## src/rtl/bcd_disp_pkg.sv

```systemverilog
// Shared constants for the BCD display scanner: active-high segment patterns
// ({g,f,e,d,c,b,a}) and digit count.
package bcd_disp_pkg;

  localparam int NUM_DIGITS = 4;

  localparam logic [6:0] SEG_0 = 7'b0111111;
  localparam logic [6:0] SEG_1 = 7'b0000110;
  localparam logic [6:0] SEG_2 = 7'b1011011;
  localparam logic [6:0] SEG_3 = 7'b1001111;
  localparam logic [6:0] SEG_4 = 7'b1100110;
  localparam logic [6:0] SEG_5 = 7'b1101101;
  localparam logic [6:0] SEG_6 = 7'b1111101;
  localparam logic [6:0] SEG_7 = 7'b0000111;
  localparam logic [6:0] SEG_8 = 7'b1111111;
  localparam logic [6:0] SEG_9 = 7'b1101111;

  localparam logic [6:0] SEG_DASH  = 7'b1000000;
  localparam logic [6:0] SEG_BLANK = 7'b0000000;

endpackage

```

## src/rtl/bcd_to_7seg.sv

```systemverilog
// Combinational BCD nibble to active-high 7-segment decoder; 10..15 show a dash.
module bcd_to_7seg
  import bcd_disp_pkg::*;
(
  input  logic [3:0] nibble_i,
  output logic [6:0] seg_o
);

  always_comb begin
    seg_o = SEG_DASH;
    case (nibble_i)
      4'd0:    seg_o = SEG_0;
      4'd1:    seg_o = SEG_1;
      4'd2:    seg_o = SEG_2;
      4'd3:    seg_o = SEG_3;
      4'd4:    seg_o = SEG_4;
      4'd5:    seg_o = SEG_5;
      4'd6:    seg_o = SEG_6;
      4'd7:    seg_o = SEG_7;
      4'd8:    seg_o = SEG_8;
      4'd9:    seg_o = SEG_9;
      default: seg_o = SEG_DASH;
    endcase
  end

endmodule

```

## src/rtl/bcd_display_scanner.sv

```systemverilog
// Time-multiplexed 4-digit 7-segment scanner with frame-synchronous snapshot.
// Define LEADING_ZERO_BLANK_EN to blank leading zeros on digits 3..1.
module bcd_display_scanner
  import bcd_disp_pkg::*;
#(
  parameter int SCAN_DIV       = 50000,
  parameter bit SEG_ACTIVE_LOW = 1'b1
) (
  input  logic        clk,
  input  logic        reset,
  input  logic [15:0] digits_in,
  input  logic        hold,
  output logic [6:0]  seg,
  output logic [3:0]  an,
  output logic        scan_tick
);

  localparam int PW = (SCAN_DIV > 2) ? $clog2(SCAN_DIV) : 1;
  localparam logic [PW-1:0] PRESC_MAX = PW'(SCAN_DIV - 1);
  localparam logic [6:0] SEG_OFF = SEG_ACTIVE_LOW ? ~SEG_BLANK : SEG_BLANK;
  localparam logic [3:0] AN_OFF  = SEG_ACTIVE_LOW ? 4'hF : 4'h0;

  logic [PW-1:0] presc_q, presc_d;
  logic [1:0]    idx_q, idx_d;
  logic [15:0]   snap_q, snap_d;
  logic          tick_q, tick;
  logic [6:0]    seg_q, seg_d;
  logic [3:0]    an_q, an_d;

  logic [3:0]    cur_nib;
  logic [6:0]    dec_seg;
  logic          blank;
  logic [6:0]    seg_hi;
  logic [3:0]    an_hi;

  assign tick = (presc_q == PRESC_MAX);

  always_comb begin
    presc_d = tick ? '0 : presc_q + PW'(1);
    idx_d   = tick ? idx_q + 2'd1 : idx_q;
    // Reload only at the frame boundary so all four digits come from one sample.
    snap_d  = (tick && idx_q == 2'd3 && !hold) ? digits_in : snap_q;
  end

  assign cur_nib = snap_q[{idx_q, 2'b00} +: 4];

  bcd_to_7seg u_dec (
    .nibble_i (cur_nib),
    .seg_o    (dec_seg)
  );

`ifdef LEADING_ZERO_BLANK_EN
  // Digit i is blank when it and every higher digit are zero; digit 0 never is.
  assign blank = (idx_q != 2'd0) && ((snap_q >> {idx_q, 2'b00}) == 16'h0000);
`else
  assign blank = 1'b0;
`endif

  always_comb begin
    seg_hi = blank ? SEG_BLANK : dec_seg;
    an_hi  = 4'b0001 << idx_q;
    seg_d  = SEG_ACTIVE_LOW ? ~seg_hi : seg_hi;
    an_d   = SEG_ACTIVE_LOW ? ~an_hi : an_hi;
  end

  always_ff @(posedge clk or posedge reset) begin
    if (reset) begin
      presc_q <= '0;
      idx_q   <= '0;
      snap_q  <= '0;
      tick_q  <= 1'b0;
      seg_q   <= SEG_OFF;
      an_q    <= AN_OFF;
    end else begin
      presc_q <= presc_d;
      idx_q   <= idx_d;
      snap_q  <= snap_d;
      tick_q  <= tick;
      seg_q   <= seg_d;
      an_q    <= an_d;
    end
  end

  assign seg       = seg_q;
  assign an        = an_q;
  assign scan_tick = tick_q;

endmodule

```

## config.mk

```make
export PLATFORM = sky130hd
export DESIGN_NAME = bcd_display_scanner
export DESIGN_NICKNAME = d
export VERILOG_FILES = /design/src/rtl/bcd_disp_pkg.sv /design/src/rtl/bcd_to_7seg.sv /design/src/rtl/bcd_display_scanner.sv
export SDC_FILE = /design/constraint.sdc
export NUM_CORES = 1
export LEC_CHECK = 0
export ABC_AREA = 1
export CAP_MARGIN = 25
export CORE_ASPECT_RATIO = 0.75
export CORE_MARGIN = 5
export CORE_UTILIZATION = 50
export DETAILED_ROUTE_END_ITERATION = 16
export DONT_BUFFER_PORTS = 1
export GPL_TIMING_DRIVEN = 0
export HOLD_SLACK_MARGIN = 0.15
export PLACE_DENSITY = 0.73
export SYNTH_ARGS = -nofsm -noshare
export SYNTH_HDL_FRONTEND = slang
export SYNTH_SLANG_ARGS = --single-unit
```

## constraint.sdc

```tcl
create_clock -name clk -period 2.5 [get_ports clk]
set_clock_uncertainty 0.2 [all_clocks]
set_input_delay 0.125 -clock clk [delete_from_list [all_inputs] [get_ports clk]]
set_output_delay 0.125 -clock clk [all_outputs]
set_load 0.01 [all_outputs]
```

==> results.rst <==
.. list-table::
   :header-rows: 1

   * - Metric
     - Value
   * - Status
     - complete, no violations
   * - Last weighted congestion value of the routability-driven placer
     - 0.848
   * - Global route overflow
     - 0
   * - Unrepaired setup endpoints after global routing
     - false
   * - Die area
     - 6240 um2
   * - Die Wd
     - roughly 90 um
   * - Gr usage total
     - 17.4%
   * - Total via count in the routed design
     - between 1,500 and 2,000
   * - Worst Tran Pin Value
     - between 400 and 500 ps
   * - Number of core rows
     - 21
   * - Multi-input gate area
     - between 1000 and 1500 um2
   * - Hold slack
     - 245 ps
   * - Filler instances
     - approximately 380
   * - Peak ir drop on the vdd network
     - about 330 uV
   * - Buffers inserted by post-CTS timing repair
     - 0
   * - Syn Nets
     - 312
   * - Number of remaining DRC errors
     - 0
   * - Layout-stage area growth over the synthesis result
     - 21.6%
   * - Buffer depth of the longest clock path
     - 2
   * - Half-perimeter wire length of the detailed placement result
     - 3.36 mm
   * - Number of inserted diodes
     - 0
   * - Vertical extent of the die
     - around 70 um
   * - Headroom to the max-slew limit
     - 67.8%
   * - Total negative slack for setup checks
     - 0 ps
   * - Worst Path Arrival
     - roughly 2300 ps
   * - Leading post-synthesis cells by cell area
     - sky130_fd_sc_hd__dfrtp_1, sky130_fd_sc_hd__nand2_1, sky130_fd_sc_hd__dfstp_2, sky130_fd_sc_hd__ha_1, sky130_fd_sc_hd__inv_1
   * - Register clock-pin slew on the reported worst setup and hold paths
     - 90 ps
   * - DRT iter0 DRCs
     - 76
   * - Wire length of the first global-routing pass
     - between 8 and 9 mm
   * - Post-route design area
     - between 2000 and 3000 um2
   * - Clock sink total
     - 46
   * - Kind of capture point of the worst setup path
     - flop
   * - Area of all sequential standard cells
     - between 1000 and 1500 um2
   * - Cell taking the most area after synthesis
     - sky130_fd_sc_hd__dfrtp_1
   * - Total leakage power
     - ~1.5 nW
   * - Vias in the first global route
     - between 1,500 and 2,000
   * - Biggest fanout along the worst timing path
     - 10
   * - Number of max-slew violations in the final report
     - 0
   * - Total core area
     - between 4000 and 5000 um2
   * - Launching element type of the critical path
     - flop
   * - Maximum level of the CTS H-tree
     - 2
   * - DR vias/cell
     - between 5 and 6
   * - Synthesis Warnings
     - 0
   * - Number of clock buffers inserted by TritonCTS
     - 5
   * - Routed wire length
     - between 4 and 5 mm
   * - Share of layout cells above drive strength 1
     - between 10 and 15%
   * - Post-layout net count
     - roughly 350
   * - Number of standard cells after synthesis
     - between 200 and 300
   * - Number of library cell types mapped by synthesis
     - 27
   * - Antenna violations before repair
     - 0
   * - Remaining antenna violation count
     - 0
   * - Insertion delay of the later-clocked pin in the worst-skew pair
     - a little under 300 ps
   * - Total power density per cell area
     - 438 nW/um2
   * - # port buffers
     - 0
   * - Detailed-router iteration count before antenna repair
     - 4
   * - Post-synth top area share
     - 36.9%
   * - Register bit total from synthesis
     - 46
   * - Sequential-to-total area share from yosys stat
     - approximately half
   * - Final setup violation count
     - 0
   * - Final number of hold-violating endpoints
     - 0
   * - Mapped cell area
     - about 2400 um2
   * - Class of the tightest hold or removal check
     - primary input to asynchronous set/reset pin
   * - TritonCTS clock tree
     - done
   * - Final worst path period share
     - a little over nine tenths
   * - Type of the worst setup path
     - flop to flop
   * - Worst EP required
     - around 2500 ps
   * - Starting utilization of the core area
     - a little over half
   * - Number of max-cap violations
     - 0
   * - Placed Area
     - roughly 2500 um2
   * - Avg WL per Cell
     - 12.9 um
   * - Final Util
     - a little under two thirds
   * - Clock Tree Root
     - sky130_fd_sc_hd__clkbuf_8
   * - I/O pin cnt
     - 31
   * - Post-layout min period
     - about 2300 ps
   * - Pin count of the biggest net entering global routing
     - 30
   * - Post-Synthesis Mean Instance Area
     - roughly 8.4 um2
   * - Highest attainable clock frequency
     - about 430 MHz
==> sequential cells by signal, summed over array words and instances (netlist names) <==
| signal | flops |
|---|---|
| scan_tick | 1 |
| an | 4 |
| idx_q | 2 |
| snap_q | 16 |
| presc_q | 16 |
| seg | 7 |
==> cells by family after synthesis <==
| group | count (synthesis) | synth area share (%) |
|---|---|---|
| AO/OA/AOI/OAI | 7 | 1.79 |
| flip-flops | 46 | 49.1 |
| AND/OR/NAND/NOR | 171 | 33.5 |
| adder cells (fa/ha/maj) | 11 | 5.80 |
| buffers and inverters | 40 | 7.23 |
| XOR/XNOR | 7 | 2.58 |
==> routing by layer <==
| metal | GRT usage (%) | up-vias | part of all wire (%) |
|---|---|---|---|
| li1 | - | 966 | - |
| met1 | 25.0 | 888 | 50 |
| met2 | 26.0 | 49 | 44 |
| met3 | 3.92 | 4 | 5.0 |
| met4 | 5.12 | 0 | 0.94 |
| met5 | 0 | - | 0 |
==> metrics by stage <==
stage               total power [mW]  setup slack (ps)  instances
floorplan                      0.769               614        282
global placement               0.773               368        339
detailed placement             0.777               314        340
CTS                             1.28              19.6        380
global route                    1.31              20.0        380
finish                          1.26               158        380
==> final timing paths <==
check | slack (ps) | cells past startpoint | end | from
max in group asynchronous | 990 | 3 | idx_q[1] | reset
min in group clk | 280 | 2 | snap_q[1] | snap_q[1]
setup / recovery | 160 | 8 | snap_q[0] | idx_q[1]
setup reg to reg | 160 | 8 | snap_q[0] | idx_q[1]
hold / removal | 250 | 2 | an[1] | reset
hold reg to reg | 280 | 2 | snap_q[1] | snap_q[1]
==> cell usage after synthesis (all sizes together) <==
| library cell | count |
|---|---|
| nor2 | 31 |
| nand3b | 4 |
| dfrtp | 35 |
| nand4 | 17 |
| buf | 4 |
| o21bai | 1 |
| xnor2 | 1 |
| inv | 34 |
| a21oi | 4 |
| a32oi | 1 |
| ha | 11 |
| xor2 | 6 |
| dfstp | 11 |
| a31oi | 1 |
| nand2 | 99 |
| clkbuf | 1 |
| nand3 | 20 |
| clkinv | 1 |
==> final cells by class <==
type	instances	area share (%)
sequential	46	40.4
multi-input combinational	196	36.1
timing repair buffer	33	11.8
inverter	35	4.64
clock buffer	6	2.86
tap	57	2.47
buffer	5	1.34
clock inverter	2	0.390
==> repair_timing <==
action | in CTS | in global routing
endpoints found under the hold margin | 62 | 0
hold buffers | 32 | 0
setup endpoints to repair | 0 | 7
resized for setup | 0 | 3
==> power breakdown <==
part,switching (mW),internal [mW]
Combinational,0.0206,0.0231
Clock,0.252,0.223
Sequential,0,0.744
Total,0.273,0.991
==> critical path, stage by stage, from the launching register on <==
cell                            delay, ps
sky130_fd_sc_hd__dfrtp_1              490
sky130_fd_sc_hd__ha_1                 190
sky130_fd_sc_hd__inv_1                 80
sky130_fd_sc_hd__nor2_4               250
sky130_fd_sc_hd__nand3_4              150
sky130_fd_sc_hd__buf_6                170
sky130_fd_sc_hd__nand2_1               60
sky130_fd_sc_hd__nand2_1               60
sky130_fd_sc_hd__dlygate4sd3_1        570
==> cells in the final DEF, fill, tap and decap left out, types with 4 or more instances in the layout <==
cell | Yosys | final
sky130_fd_sc_hd__inv_1 | 31 | 30
sky130_fd_sc_hd__nand3_1 | 18 | 18
sky130_fd_sc_hd__nand2_1 | 95 | 95
sky130_fd_sc_hd__nand4_1 | 17 | 17
sky130_fd_sc_hd__dlygate4sd3_1 | 0 | 32
sky130_fd_sc_hd__nand3b_1 | 4 | 4
sky130_fd_sc_hd__ha_1 | 11 | 11
sky130_fd_sc_hd__clkbuf_8 | 0 | 6
sky130_fd_sc_hd__nor2_1 | 27 | 27
sky130_fd_sc_hd__xor2_1 | 6 | 6
sky130_fd_sc_hd__dfrtp_1 | 35 | 35
sky130_fd_sc_hd__a21oi_1 | 4 | 4
sky130_fd_sc_hd__dfstp_2 | 11 | 11
No activity file was read; power rests on OpenSTA's default activity.
